<file path="config.mk">
export PLATFORM = sky130hd
export DESIGN_NAME = wb_csr_slave
export DESIGN_NICKNAME = d
export VERILOG_FILES = /design/src/rtl/wb_csr_pkg.sv /design/src/rtl/wb_csr_w1c.sv /design/src/rtl/wb_csr_slave.sv
export SDC_FILE = /design/constraint.sdc
export NUM_CORES = 1
export LEC_CHECK = 0
export ABC_CLOCK_PERIOD_IN_PS = 4760
export BUFFER_PORTS_ARGS = -buffer_cell sky130_fd_sc_hd__buf_2
export CAP_MARGIN = 20
export CORE_MARGIN = 8
export CORE_UTILIZATION = 40
export CTS_CLUSTER_SIZE = 40
export DETAILED_ROUTE_END_ITERATION = 8
export SYNTH_ARGS = -nofsm -noshare
export SYNTH_HDL_FRONTEND = slang
export SYNTH_HIERARCHICAL = 1
export SYNTH_SLANG_ARGS = --single-unit
</file>
<file path="constraint.sdc">
create_clock -name wb_clk -period 4.76 [get_ports wb_clk]
set_input_delay 0.714 -clock wb_clk [delete_from_list [all_inputs] [get_ports wb_clk]]
set_output_delay 0.714 -clock wb_clk [all_outputs]
set_load 0.01 [all_outputs]
</file>
<file path="src/rtl/wb_csr_pkg.sv">
// Register map constants and helpers shared by the wb_csr_slave register block.
package wb_csr_pkg;

  localparam logic [7:0] ADDR_ID         = 8'h00;
  localparam logic [7:0] ADDR_SCRATCH    = 8'h04;
  localparam logic [7:0] ADDR_CTRL       = 8'h08;
  localparam logic [7:0] ADDR_IRQ_STATUS = 8'h0C;
  localparam logic [7:0] ADDR_IRQ_MASK   = 8'h10;
  localparam logic [7:0] ADDR_CTRL_BASE  = 8'h40;
  localparam logic [7:0] ADDR_STAT_BASE  = 8'h80;

  localparam int CTRL_EN_BIT   = 0;
  localparam int CTRL_SNAP_BIT = 1;
  localparam int CTRL_CLR_BIT  = 2;

  localparam logic [31:0] ID_DEFAULT = 32'h5146_0001;

  // Replace only the byte lanes selected in lane_mask.
  function automatic logic [31:0] byte_merge(input logic [31:0] old_val,
                                             input logic [31:0] new_val,
                                             input logic [31:0] lane_mask);
    return (old_val & ~lane_mask) | (new_val & lane_mask);
  endfunction

endpackage

</file>
<file path="src/rtl/wb_csr_w1c.sv">
// Sticky-set / write-1-clear status register; a set and clear on the same edge leaves the bit set.
module wb_csr_w1c #(
  parameter int W = 8
) (
  input  logic         wb_clk,
  input  logic         rst_n,
  input  logic [W-1:0] set_i,
  input  logic [W-1:0] clr_i,
  output logic [W-1:0] q_o
);

  logic [W-1:0] stat_q, stat_d;

  always_comb begin
    stat_d = (stat_q & ~clr_i) | set_i;
  end

  always_ff @(posedge wb_clk or negedge rst_n) begin
    if (!rst_n) stat_q <= '0;
    else        stat_q <= stat_d;
  end

  assign q_o = stat_q;

endmodule

</file>
<file path="src/rtl/wb_csr_slave.sv">
// Wishbone classic CSR block: ID, scratch, control pulses, W1C IRQ, config array, status snapshot.
// Define WB_CSR_ERR_EN to answer unmapped accesses with wb_err_o instead of wb_ack_o.
module wb_csr_slave
  import wb_csr_pkg::*;
#(
  parameter int          DATA     = 32,
  parameter int          ADDR     = 32,
  parameter int          NUM_CTRL = 8,
  parameter int          NUM_STAT = 8,
  parameter logic [31:0] ID_VALUE = ID_DEFAULT
) (
  input  logic                     wb_clk,
  input  logic                     rst_n,
  input  logic                     wb_cyc_i,
  input  logic                     wb_stb_i,
  input  logic                     wb_we_i,
  input  logic [ADDR-1:0]          wb_adr_i,
  input  logic [DATA-1:0]          wb_dat_i,
  input  logic [DATA/8-1:0]        wb_sel_i,
  output logic                     wb_ack_o,
  output logic                     wb_err_o,
  output logic [DATA-1:0]          wb_dat_o,
  output logic                     ctrl_en_o,
  output logic                     cnt_clr_o,
  output logic [NUM_CTRL*DATA-1:0] ctrl_o,
  input  logic [NUM_STAT*DATA-1:0] stat_i,
  input  logic [7:0]               evt_i,
  output logic                     irq_o
);

  logic            req, hi_bad, hit_ctrl, hit_stat, mapped;
  logic [7:0]      off;
  logic [3:0]      k_idx;
  logic [DATA-1:0] rdata, wmask;
  logic [7:0]      irq_stat, irq_clr;
  logic            unused_adr;

  logic            ack_q, ack_d, err_q, err_d;
  logic            en_q, en_d, clr_q, clr_d;
  logic [DATA-1:0] dat_q, dat_d, scratch_q, scratch_d;
  logic [7:0]      mask_q, mask_d;
  logic [DATA-1:0] ctrl_q [NUM_CTRL];
  logic [DATA-1:0] ctrl_d [NUM_CTRL];
  logic [DATA-1:0] snap_q [NUM_STAT];
  logic [DATA-1:0] snap_d [NUM_STAT];

  assign unused_adr = ^wb_adr_i[1:0];

  // Ack/err gating keeps a master that holds stb through the response from being served twice.
  assign req      = wb_cyc_i & wb_stb_i & ~ack_q & ~err_q;
  assign off      = {wb_adr_i[7:2], 2'b00};
  assign k_idx    = wb_adr_i[5:2];
  assign hi_bad   = |wb_adr_i[ADDR-1:8];
  assign hit_ctrl = (off[7:6] == ADDR_CTRL_BASE[7:6]) && (int'(k_idx) < NUM_CTRL);
  assign hit_stat = (off[7:6] == ADDR_STAT_BASE[7:6]) && (int'(k_idx) < NUM_STAT);
  assign mapped   = !hi_bad && (off == ADDR_ID || off == ADDR_SCRATCH || off == ADDR_CTRL ||
                                off == ADDR_IRQ_STATUS || off == ADDR_IRQ_MASK ||
                                hit_ctrl || hit_stat);

  for (genvar gi = 0; gi < DATA/8; gi++) begin : g_lane
    assign wmask[gi*8 +: 8] = {8{wb_sel_i[gi]}};
  end

  always_comb begin
    rdata = '0;
    if (mapped) begin
      case (off)
        ADDR_ID:         rdata = ID_VALUE;
        ADDR_SCRATCH:    rdata = scratch_q;
        ADDR_CTRL:       rdata[CTRL_EN_BIT] = en_q;
        ADDR_IRQ_STATUS: rdata[7:0] = irq_stat;
        ADDR_IRQ_MASK:   rdata[7:0] = mask_q;
        default:         ;
      endcase
      for (int k = 0; k < NUM_CTRL; k++)
        if (hit_ctrl && k_idx == 4'(k)) rdata = ctrl_q[k];
      for (int k = 0; k < NUM_STAT; k++)
        if (hit_stat && k_idx == 4'(k)) rdata = snap_q[k];
    end
  end

  always_comb begin
    ack_d     = 1'b0;
    err_d     = 1'b0;
    clr_d     = 1'b0;
    dat_d     = dat_q;
    scratch_d = scratch_q;
    en_d      = en_q;
    mask_d    = mask_q;
    ctrl_d    = ctrl_q;
    snap_d    = snap_q;
    irq_clr   = '0;
    if (req) begin
`ifdef WB_CSR_ERR_EN
      ack_d = mapped;
      err_d = ~mapped;
      if (mapped && !wb_we_i) dat_d = rdata;
`else
      ack_d = 1'b1;
      if (!wb_we_i) dat_d = rdata;
`endif
      if (mapped && wb_we_i) begin
        case (off)
          ADDR_SCRATCH: scratch_d = byte_merge(scratch_q, wb_dat_i, wmask);
          ADDR_CTRL: begin
            if (wb_sel_i[0]) begin
              en_d  = wb_dat_i[CTRL_EN_BIT];
              clr_d = wb_dat_i[CTRL_CLR_BIT];
              if (wb_dat_i[CTRL_SNAP_BIT])
                for (int k = 0; k < NUM_STAT; k++) snap_d[k] = stat_i[k*DATA +: DATA];
            end
          end
          ADDR_IRQ_STATUS: irq_clr = wb_dat_i[7:0] & wmask[7:0];
          ADDR_IRQ_MASK:   mask_d = (mask_q & ~wmask[7:0]) | (wb_dat_i[7:0] & wmask[7:0]);
          default:         ;
        endcase
        for (int k = 0; k < NUM_CTRL; k++)
          if (hit_ctrl && k_idx == 4'(k)) ctrl_d[k] = byte_merge(ctrl_q[k], wb_dat_i, wmask);
      end
    end
  end

  always_ff @(posedge wb_clk or negedge rst_n) begin
    if (!rst_n) begin
      ack_q     <= 1'b0;
      err_q     <= 1'b0;
      en_q      <= 1'b0;
      clr_q     <= 1'b0;
      dat_q     <= '0;
      scratch_q <= '0;
      mask_q    <= '0;
    end else begin
      ack_q     <= ack_d;
      err_q     <= err_d;
      en_q      <= en_d;
      clr_q     <= clr_d;
      dat_q     <= dat_d;
      scratch_q <= scratch_d;
      mask_q    <= mask_d;
    end
  end

  for (genvar gi = 0; gi < NUM_CTRL; gi++) begin : g_ctrl
    always_ff @(posedge wb_clk or negedge rst_n) begin
      if (!rst_n) ctrl_q[gi] <= '0;
      else        ctrl_q[gi] <= ctrl_d[gi];
    end
    assign ctrl_o[gi*DATA +: DATA] = ctrl_q[gi];
  end

  for (genvar gi = 0; gi < NUM_STAT; gi++) begin : g_snap
    always_ff @(posedge wb_clk or negedge rst_n) begin
      if (!rst_n) snap_q[gi] <= '0;
      else        snap_q[gi] <= snap_d[gi];
    end
  end

  wb_csr_w1c #(.W(8)) u_irq_status (
    .wb_clk (wb_clk),
    .rst_n  (rst_n),
    .set_i  (evt_i),
    .clr_i  (irq_clr),
    .q_o    (irq_stat)
  );

  assign wb_ack_o  = ack_q;
  assign wb_err_o  = err_q;
  assign wb_dat_o  = dat_q;
  assign ctrl_en_o = en_q;
  assign cnt_clr_o = clr_q;
  assign irq_o     = |(irq_stat & mask_q);

endmodule

</file>
==> results by group, run 1 <==
Power
  • Leakage: 0.01763 uW
  • Peak supply drop: between 0.0002 and 0.0003 V
  • Power Density: about 320 nW/um^2

Clock network
  • Depth of the CTS H-tree: 3
  • Post-CTS Hold Buffers: 0
  • Clock Sinks: between 500 and 600
  • Worst-path clk slew: 0.06 ns
  • # resized after CTS: 0
  • Clk buf depth: 3
  • CTS Buf Count: a little under 70
  • Root cell of the clock tree: clkbuf_16
  • Worst skew pair latency: slightly above 0.6 ns
  • TritonCTS clock tree: done
  • Setup repair bufs after CTS: 0

Worst setup path
  • Crit path cell chain: buf_2 > buf_4 > nand4bb_1 > nor2_1 > buf_4 > a21oi_1 > a31oi_1 > buf_4 > o221ai_1 > o311ai_0
  • CP Data Required Time: around 5.2 ns
  • Reg-to-reg startpoint: wb_ack_o$_DFF_PN0_
  • R2R Path End: snap_q[237]$_DFFE_PN0P_
  • Crit-path max FO: 19
  • CP startpoint kind: primary input
  • R2R Setup Slk: 1.73 ns
  • Crit-path most repeated cell: buf_4
  • CP Class: primary input to register
  • Reg2Reg Depth: 7
  • Crit-path leading delay family: simple AND/OR/NAND/NOR gates
  • Worst path max stage delay: roughly 0.87 ns
  • Slowest CP cell: nor2_1
  • CP Capture Type: register
  • Buf/Inv on CP: 4
  • Crit path arrival time: 4.12 ns

Global route
  • First-pass GRT wire length: 176700 um
  • Largest net degree at the start of global routing: 112
  • Initial antenna violation count: 15
  • Final global-route overflow total: 0
  • Vias in the first global route: between 20000 and 25000
  • Gr usage total: a little under a third

Timing
  • Crit share post-route: between 70 and 80%
  • TNS Setup: 0 ns
  • Transition time of the tightest slew-check pin: around 1.2 ns
  • Slew Viols, Final: 0
  • Fin. Hold Viols: 0
  • RSZ-0062 raised after global routing: no
  • Slew margin rel.: roughly 18%
  • Max Fclk: between 200 and 300 MHz
  • Final setup violation count: 0
  • Final Skew: 0.02369 ns
  • Final worst path period need: 3.648 ns

Placement
  • Placed Cells incl. Taps: roughly 3700
  • Hpwl dp: between 90000 and 100000 um
  • Final GP Congestion: 0.9039
  • Port buffer count: 626

Floorplanning
  • Row count: 96
  • Initial core utilization: between 40% and 50%
  • Placeable Area: slightly below 70000 sq um
  • Die width: 279.6 um
  • IO Pins: 630
  • Die Y: ~280 um
  • Full die area: roughly 78000 sq um

Synthesis
  • Top-count cell post-synth: dfrtp_1
  • Post-synth top cells: 595 x dfrtp_1, 544 x mux2_2, 88 x nor2_1, 77 x a21oi_1, 77 x nand2_1
  • Post-Synthesis Cells: 2200
  • Mapped cell area: roughly 28000 sq um
  • Synth warn: 6
  • EDFF count, synth: 0
  • Asr flop ratio synth: between 90% and 100%
  • Syn_area_per_cell: between 10 and 15 sq um
  • Top cells by area, synth: dfrtp_1 54%, mux2_2 22%, mux2i_1 1.5%, a21oi_1 1.4%, a22oi_1 1.3%
  • Main synth FF type: dfrtp_1
  • Yosys top cell by area: dfrtp_1
  • Post-synthesis sequential area ratio: between 50% and 60%
  • Synth Register Bits: roughly 600
  • Netlist cell types: 79
  • Syn nets: roughly 2500
  • Post-synth top area share: 53.57%

Finish
  • Nets: 3187
  • Non-Filler Instances: around 3800
  • Filler cell count: ~6300
  • Register area: 14890 sq um
  • Multi-input gate area: ~12000 sq um
  • Layout cells sized above 1: 49.74%
  • Final Util: roughly 50%
  • Area delta synth->final: 24.54%

Routing
  • WL per Instance: 32.50 um
  • Detail Route Antenna Nets: 0
  • DRC: 0
  • DRT Wirelength: between 100000 and 150000 um
  • Via count: about 23000
  • DRT Pass-1 Iters: 6
  • DR iter-0 viols: 2350
  • Vias per inst: 5.998

Worst hold path
  • Hold WC Path Type: primary input to asynchronous set/reset pin

Run
  • Maximum capacitance violations: 0

Run status
  • Status: completed
final cells by class:
cell class / count / area share [%]
antenna: 5 / 0.03615
clock buffer: 98 / 5.895
clock inverter: 17 / 0.5603
inverter: 13 / 0.1410
multi-input combinational: 1441 / 35.15
sequential: 595 / 43.01
tap: 931 / 3.365
timing repair buffer: 731 / 11.84
cell families (layout without fill, tap and decap cells):
group	Yosys count	in the layout	share of synthesized area (%)
AOI/OAI and AO/OA	475	475	12.20
xor gates and xnor gates	1	1	0.03152
buffers and inverters	164	859	2.886
DFF	595	595	53.57
muxes	608	608	24.56
other	1	6	0.01349
and+or+nand+nor	356	356	6.739
per-layer routing:
metal | share of wire [%] | GRT usage (%) | wire (um) | up-vias
li1 | - | - | - | 9620
met1 | 42 | 41.84 | 52650 | 11970
met2 | 46 | 48.58 | 57550 | 1152
met3 | 8.3 | 7.439 | 10330 | 223
met4 | 3.0 | 9.642 | 3789 | 14
met5 | 0.16 | 1.063 | 195 | -
power by group:
group	total (uW)	internal, uW	switching [uW]
clock network	5340	3180	2160
logic	673	206	467
registers	5060	5060	0.156
per-stage QoR:
| step | total power, uW | area, sq um | hold slack [ns] | setup slack (ns) |
|---|---|---|---|---|
| 3_3_place_gp | 5814 | 32350 | 0.4649 | 0.3251 |
| 6_report | 11070 | 34620 | 0.1956 | 1.112 |
| 4_1_cts | 11120 | 34600 | 0.2318 | 1.254 |
| 2_1_floorplan | 5335 | 27790 | 0.4184 | 2.064 |
| 3_5_place_dp | 5819 | 32370 | 0.4746 | 0.6289 |
| 5_1_grt | 11380 | 34610 | 0.2534 | 1.038 |
placed cells by master, fill, tap and decap left out, drive strengths merged, types with 7 or more instances in the layout:
cell type	netlist	final
o22a	7	7
a221oi	31	31
nor2b	15	15
nand4	9	9
a221o	9	9
o31a	11	11
a22o	9	9
o2bb2ai	10	10
inv	12	11
o31ai	12	12
nor3	21	21
nor4	12	12
o22ai	54	54
mux2	562	562
mux2i	43	43
o21ai	68	68
a2bb2oi	7	7
a21oi	77	77
a22oi	48	48
a21o	13	13
o211ai	18	18
a31oi	9	9
clkbuf	69	98
dfrtp	595	595
and3	14	14
buf	82	730
a222oi	10	10
or3	7	7
o311ai	12	12
o221ai	13	13
clkinv	1	13
and2	14	14
a211oi	14	14
nor2	128	128
nand3	28	28
nand2b	12	12
a2111oi	10	10
nand2	77	77
worst max path at each step:
stage                      start                  endpoint  depth (start not counted)
finish               wb_adr_i[4]  wb_dat_o[19]$_DFFE_PN0P_                         10
floorplan           wb_adr_i[25]   snap_q[133]$_DFFE_PN0P_                          8
CTS                  wb_adr_i[4]  wb_dat_o[19]$_DFFE_PN0P_                         10
global route         wb_adr_i[4]  wb_dat_o[19]$_DFFE_PN0P_                         10
global placement     wb_adr_i[3]  wb_dat_o[18]$_DFFE_PN0P_                          9
detailed placement   wb_adr_i[4]  wb_dat_o[19]$_DFFE_PN0P_                         10
(Power assumes the default switching activity.)
==> inputs of run 2 (changes only) <==
ABC_AREA = 1   (was unset)
ABC_CLOCK_PERIOD_IN_PS = 3500   (was 4760)
clock period = 3.5 ns   (was 4.76 ns; I/O delays follow)
==> results by group, run 2 <==
Synthesis
  • Netlist cell types: 38 (-52%)
  • Syn_area_per_cell: 9.201 sq um (-27%)
  • Post-Synthesis Cells: 2879 (+31%)
  • Mapped cell area: 26490 sq um (-4.7%)
  • Complex-gate fraction of the synthesized area: 10.81% (-1.4 points)
  • Top-count cell post-synth: nand2_1
  • Post-synth top cells: 842 x nand2_1, 595 x dfrtp_1, 210 x a21oi_1, 203 x o21ai_0, 160 x mux2_1
  • Synth Register Bits: 595 (unchanged)
  • Yosys top cell by area: dfrtp_1
  • EDFF count, synth: 0 (unchanged)
  • Post-synth top area share: 56.21% (+2.6 points)
  • Post-synthesis sequential area ratio: 56.21% (+2.6 points)
  • Post-Synth Adder-Cell Area: 0% (unchanged)
  • Top cells by area, synth: dfrtp_1 56%, nand2_1 12%, mux2_1 6.8%, a21oi_1 4.0%, o21ai_0 3.8%
  • Simple-Gate Fraction of Synth Area: 19.35% (+13 points)
  • Synth warn: 6 (unchanged)
  • Asr flop ratio synth: 100.0% (unchanged)
  • Syn nets: 3216 (+27%)
  • Largest family of logic cells by synthesized area: simple AND/OR/NAND/NOR gates
  • XOR/XNOR Fraction of Synth Area: 0% (-0.032 points)
  • Mux contribution to synthesized area: 8.460% (-16 points)
  • Main synth FF type: dfrtp_1

Finish
  • Area delta synth->final: 24.55% (about the same)
  • Most frequent cells in the layout: 842 x nand2_1, 625 x buf_2, 595 x dfrtp_1, 210 x a21oi_1, 203 x o21ai_0
  • Most common cell after layout, fill and taps aside: nand2_1
  • Nets: 3836 (+20%)
  • Layout cells sized above 1: 26.11% (-24 points)
  • Filler cell count: 6372 (+0.87%)

Floorplanning
  • Row count: 94 (-2.1%)
  • Die width: 273.3 um (-2.2%)
  • Initial core utilization: 40.36% (-0.091 points)
  • Die Y: 273.3 um (-2.2%)
  • Full die area: 74710 sq um (-4.4%)
  • IO Pins: 630 (unchanged)
  • Placeable Area: 65630 sq um (-4.5%)

Routing
  • DRT Pass-1 Iters: 6 (unchanged)
  • Via count: 22870 (-0.45%)
  • DRC: 0 (unchanged)
  • WL per Instance: 22.87 um (-30%)
  • Vias per inst: 5.170 (-14%)
  • Detail Route Antenna Nets: 0 (unchanged)
  • DRT Wirelength: 101200 um (-19%)
  • DR iter-0 viols: 1584 (-33%)

Worst setup path
  • CP startpoint kind: primary input
  • Crit path cell chain: buf_2 > nor2_1 > nand2_2 > nor2_4 > inv_2 > or2_2 > nand2_1 > nand2_1 > nand2_1 > nand2_1 > nand2_1 > nand3_1 > nor2_1 > nand3_1 > nand2_1 > nand3_1 > nand2_1 > nand3_1 > nand2_1 > nand2_1
  • Crit-path most repeated cell: nand2_1
  • Slowest CP cell: or2_2
  • Crit-path max FO: 14 (-5)
  • Worst path max stage delay: 0.34 ns (-0.53 ns)
  • CP Class: primary input to register
  • CP Capture Type: register
  • CP Data Required Time: 3.98 ns (-1.26 ns)
  • Crit-path leading delay family: simple AND/OR/NAND/NOR gates
  • Crit path arrival time: 3.31 ns (-0.81 ns)
  • Buf/Inv on CP: 2 (-2)

Run
  • Maximum capacitance violations: 0 (unchanged)

Run status
  • Status: completed

Clock network
  • Depth of the CTS H-tree: 3 (unchanged)
  • Clock Sinks: 595 (unchanged)
  • # resized after CTS: 0 (unchanged)
  • Root cell of the clock tree: clkbuf_16
  • Setup repair bufs after CTS: 0 (unchanged)
  • Worst skew pair latency: 0.61 ns (about the same)
  • Worst-path clk slew: 0.06 ns (about the same)
  • TritonCTS clock tree: done
  • Clk buf depth: 3 (unchanged)
  • CTS Buf Count: 69 (+1.5%)

Timing
  • Crit share post-route: roughly four fifths
  • Max Fclk: around 350 MHz
  • Final Skew: 0.03346 ns (+0.009770 ns)
  • Final Worst Setup Slack: 0.6684 ns (-0.4440 ns)
  • TNS Setup: 0 ns (unchanged)
  • Final worst path period need: roughly 2.8 ns
  • Fin. Hold Viols: 0 (unchanged)
  • RSZ-0062 raised after global routing: no
  • Final setup violation count: 0 (unchanged)
  • Transition time of the tightest slew-check pin: 0.7503 ns (-0.4819 ns)
  • Slew margin rel.: 49.86% (+32 points)
  • Slew Viols, Final: 0 (unchanged)

Global route
  • First-pass GRT wire length: 148600 um (-16%)
  • Largest net degree at the start of global routing: 80 (-29%)
  • Initial antenna violation count: 23 (+8)
  • Final global-route overflow total: 0 (unchanged)
  • Gr usage total: 26.38% (-4.5 points)
  • Vias in the first global route: 23240 (-2.4%)

Power
  • Peak supply drop: 0.0003172 V (+22%)
  • Power Density: 442.4 nW/um^2 (+38%)
  • Leakage: 0.01798 uW (+2.0%)

Placement
  • Final GP Congestion: 0.8978 (-0.67%)
  • Port buffer count: 626 (unchanged)
  • Post-place setup slack: 0.1040 ns (-0.5249 ns)
  • Hpwl dp: 77020 um (-18%)

Worst hold path
  • Hold WC Path Type: primary input to register
==> run 2: cell types whose count changed in the layout (fill, tap and decap cells not counted), moves of 133 or more <==
cell     previous run  this run
o21ai_1             2       138
mux2_2            544        39
mux2_1             18       160
o21ai_0            66       203
inv_1              11       156
nand2_1            76       842
a21oi_1            77       210
==> run 2: per-stage QoR <==
| step | hold WS, ns | util (%) | cell area, sq um | power (uW) | instances |
|---|---|---|---|---|---|
| 2_1_floorplan | 0.2294 | - | 26490 | 7148 | 2879 |
| 3_3_place_gp | 0.4586 | 46.85 | 30750 | 7664 | 4291 |
| 5_1_grt | 0.09815 | 50.25 | 32980 | 15060 | 4418 |
| 4_1_cts | 0.07664 | 50.22 | 32960 | 14750 | 4411 |
| 3_5_place_dp | 0.4603 | 46.85 | 30750 | 7666 | 4291 |
| 6_report | 0.1146 | 50.27 | 32990 | 14600 | 4424 |
==> run 2: layer usage <==
| layer | global-route usage, % | vias up | part of all wire (%) |
|---|---|---|---|
| met5 | 0 | - | 0.10 |
| met4 | 13.99 | 16 | 5.5 |
| met3 | 6.760 | 240 | 7.0 |
| met2 | 43.29 | 763 | 48 |
| met1 | 31.76 | 11110 | 39 |
| li1 | - | 10750 | - |
==> run 2: final cells by class <==
class                   instances  area [sq um]  area share, %
diodes                         13         32.53        0.09860
clock buffers                 103          2046          6.201
clock inverters                16         156.4         0.4741
inverters                     164         618.1          1.873
multi-input cells            1973         10310          31.25
flip-flops and latches        595         14890          45.13
well taps                     864          1081          3.277
repair buffers                696          3859          11.70
==> run 2: power breakdown <==
part	total [uW]	internal [uW]	switching, uW
logic	646	204	442
clock network	7070	4120	2940
registers	6880	6880	0.379
total	14600	11200	3390
==> run 2: cell families after synthesis <==
group | after synthesis
AO/OA/AOI/OAI | 566
flip-flops | 595
multiplexers | 199
buffers and inverters | 311
AND/OR/NAND/NOR | 1207
other | 1
==> run 2: worst paths after layout <==
kind	startpoint	end	slack (ns)	depth (start not counted)
min in group asynchronous	rst_n	asynchronous set/reset pin	0.50	2
setup / recovery	wb_adr_i[2]	wb_dat_o[5]$_DFFE_PN0P_	0.67	20
hold reg to reg	wb_dat_o[16]$_DFFE_PN0P_	wb_dat_o[16]$_DFFE_PN0P_	0.47	2
setup reg to reg	wb_ack_o$_DFF_PN0_	register	1.07	6
max in group asynchronous	rst_n	snap_q[179]$_DFFE_PN0P_	1.86	4
hold / removal	evt_i[6]	u_irq_status/q_o[6]$_DFF_PN0_	0.11	3
==> run 2: tightest hold or removal path, delay by kind of cell <==
kind          cells  cell delay, ns
buf+inv           2            0.10
simple gates      1            0.05
==> run 2: repair_timing <==
action / CTS / global route
endpoints found under the hold margin: 67 / 0
hold buffers: 1 / 0
setup endpoints to repair: 0 / 0
==> inputs of run 3 (changes only) <==
ABC_CLOCK_PERIOD_IN_PS = 2680   (was 3500)
clock period = 2.68 ns   (was 3.5 ns; I/O delays follow)
==> results by group, run 3 (synthesis gave the netlist of run 2 again) <==
Worst setup path
  • Crit-path max FO: 8 (-6)
  • CP startpoint kind: primary input
  • Crit path cell chain: buf_2 > inv_1 > nor2_1 > nand2_1 > nor2_2 > inv_1 > o21ai_0 > nand3_1 > o22ai_1 > nand4_1 > buf_4 > nor2_1 > buf_4 > nand3_1 > nand2_1 > nand2_1
  • Slowest CP cell: o22ai_1
  • Crit-path most repeated cell: nand2_1
  • CP Capture Type: register
  • CP Data Required Time: 3.17 ns (-0.81 ns)
  • CP Class: primary input to register
  • Crit path arrival time: 2.83 ns (-0.48 ns)
  • Worst path max stage delay: 0.29 ns (-0.05 ns)

Floorplanning
  • Die width: 273.3 um (unchanged)
  • Placeable Area: 65630 sq um (unchanged)
  • Full die area: 74710 sq um (unchanged)
  • Row count: 94 (unchanged)
  • Die Y: 273.3 um (unchanged)
  • Initial core utilization: 40.36% (unchanged)
  • IO Pins: 630 (unchanged)

Global route
  • Vias in the first global route: 23850 (+2.6%)
  • Largest net degree at the start of global routing: 72 (-10%)
  • Initial antenna violation count: 5 (-78%)
  • Final global-route overflow total: 0 (unchanged)
  • Gr usage total: 26.97% (+0.59 points)
  • First-pass GRT wire length: 153000 um (+2.9%)

Power
  • Clock power frac: 49.0% (+0.6 points)
  • Sequential share of power: 45.9% (-1.2 points)
  • Sw Ratio: 22.86% (-0.33 points)
  • Leakage: 0.01905 uW (+5.9%)
  • Power Density: 557.4 nW/um^2 (+26%)
  • Int Pwr: 15100 uW (+35%)
  • Combinational share of power: 5.1% (+0.7 points)
  • Peak supply drop: 0.0004422 V (+39%)
  • NetSw: 4475 uW (+32%)

Placement
  • Final GP Congestion: 0.9274 (+3.3%)
  • Hpwl dp: 78680 um (+2.2%)
  • Post-place setup slack: -0.2760 ns (-0.3800 ns)
  • Port buffer count: 626 (unchanged)

Timing
  • Final Skew: 0.02811 ns (-0.005354 ns)
  • Crit share post-route: between 80 and 90%
  • Final worst path period need: roughly 2.3 ns
  • Slew Viols, Final: 0 (unchanged)
  • Final setup violation count: 0 (unchanged)
  • Final Worst Setup Slack: 0.3362 ns (-0.3322 ns)
  • Max Fclk: about 430 MHz
  • Fin. Hold Viols: 0 (unchanged)
  • Slew margin rel.: 52.40% (+2.5 points)
  • Min Hold Slack: 0.03750 ns (-0.07709 ns)
  • RSZ-0062 raised after global routing: no
  • Transition time of the tightest slew-check pin: 0.7132 ns (-0.03717 ns)

Clock network
  • Root cell of the clock tree: clkbuf_16
  • Depth of the CTS H-tree: 3 (unchanged)
  • Clock Sinks: 595 (unchanged)
  • # resized after CTS: 0 (unchanged)
  • Clk buf depth: 3 (unchanged)
  • Worst skew pair latency: 0.61 ns (about the same)
  • TritonCTS clock tree: done
  • CTS Buf Count: 68 (-1.4%)
  • Worst-path clk slew: 0.06 ns (about the same)
  • Setup repair bufs after CTS: 0 (unchanged)

Finish
  • Layout cells sized above 1: 28.08% (+2.0 points)
  • Filler cell count: 6124 (-3.9%)
  • Multi-input gate area: 10310 sq um (unchanged)
  • Most frequent cells in the layout: 842 x nand2_1, 625 x buf_2, 595 x dfrtp_1, 210 x a21oi_1, 203 x o21ai_0
  • Register area: 14890 sq um (unchanged)
  • Most common cell after layout, fill and taps aside: nand2_1
  • Area delta synth->final: 32.56%
  • Nets: 4037 (+5.2%)

Run
  • Maximum capacitance violations: 0 (unchanged)

Routing
  • Via count: 23650 (+3.4%)
  • DRT Pass-1 Iters: 6 (unchanged)
  • WL per Instance: 22.42 um (-2.0%)
  • Vias per inst: 5.121 (-0.95%)
  • DRC: 0 (unchanged)
  • DRT Wirelength: 103500 um (+2.3%)
  • DR iter-0 viols: 1688 (+6.6%)
  • Detail Route Antenna Nets: 0 (unchanged)

Run status
  • Status: completed

Worst hold path
  • Hold WC Path Type: primary input to register
==> run 3: metrics by stage <==
step / TNS (ns) / util, % / instance area (sq um) / power, uW / cells
after floorplan: 0 / - / 26490 / 9335 / 2879
after global placement: -2.890 / 48.78 / 32010 / 10060 / 4413
after detailed placement: -3.322 / 48.78 / 32010 / 10060 / 4413
after CTS: 0 / 53.49 / 35110 / 19760 / 4614
after global routing: 0 / 53.50 / 35110 / 20170 / 4616
final: 0 / 53.50 / 35110 / 19570 / 4617
==> run 3: repair_timing <==
item,CTS,global route
hold endpoints to repair,135,0
endpoints found under the setup margin,0,0
hold buffers,81,0
==> run 3: power by group through the flow <==
stage               logic, uW  registers, uW  clock network [uW]
finish                    991           8990                9600
global route             1080           8980               10100
CTS                      1010           8980                9770
detailed placement        908           9150                   0
global placement          910           9150                   0
floorplan                 183           9150                   0
==> run 3: routing by layer <==
metal | global-route usage [%] | part of all wire [%] | vias to the layer above | wire length (um)
met5 | 0 | 0.0097 | - | 10
met4 | 10.48 | 4.0 | 2 | 4101
met3 | 5.022 | 5.8 | 175 | 5987
met2 | 45.91 | 50 | 782 | 51580
met1 | 33.81 | 40 | 11540 | 41840
li1 | - | - | 11150 | -
==> run 3: path summary, 6_finish.rpt <==
path / start / endpoint / slack (ns) / depth (start not counted)
max in group asynchronous: rst_n / snap_q[77]$_DFFE_PN0P_ / 1.35 / 3
worst min register to register: wb_dat_o[23]$_DFFE_PN0P_ / wb_dat_o[23]$_DFFE_PN0P_ / 0.47 / 2
worst max-delay path: wb_adr_i[4] / wb_dat_o[8]$_DFFE_PN0P_ / 0.34 / 16
min in group asynchronous: rst_n / asynchronous set/reset pin / 0.38 / 2
worst max register to register: register / wb_dat_o[8]$_DFFE_PN0P_ / 0.53 / 14
worst min-delay path: stat_i[205] / snap_q[45]$_DFFE_PN0P_ / 0.04 / 2
==> run 3: critical path: cells and delay by family <==
| kind | cells | cell delay [ns] |
|---|---|---|
| buf+inv | 5 | 0.73 |
| compound gates | 2 | 0.53 |
| simple gates | 9 | 1.14 |
==> run 3: area by class of cell <==
| class | count | share of cell area [%] |
|---|---|---|
| sequential | 595 | 42.40 |
| multi-input combinational | 1973 | 29.36 |
| timing repair buffer | 898 | 16.88 |
| clock buffer | 95 | 5.626 |
| tap | 864 | 3.079 |
| inverter | 164 | 1.760 |
| clock inverter | 25 | 0.8730 |
| antenna | 3 | 0.02138 |
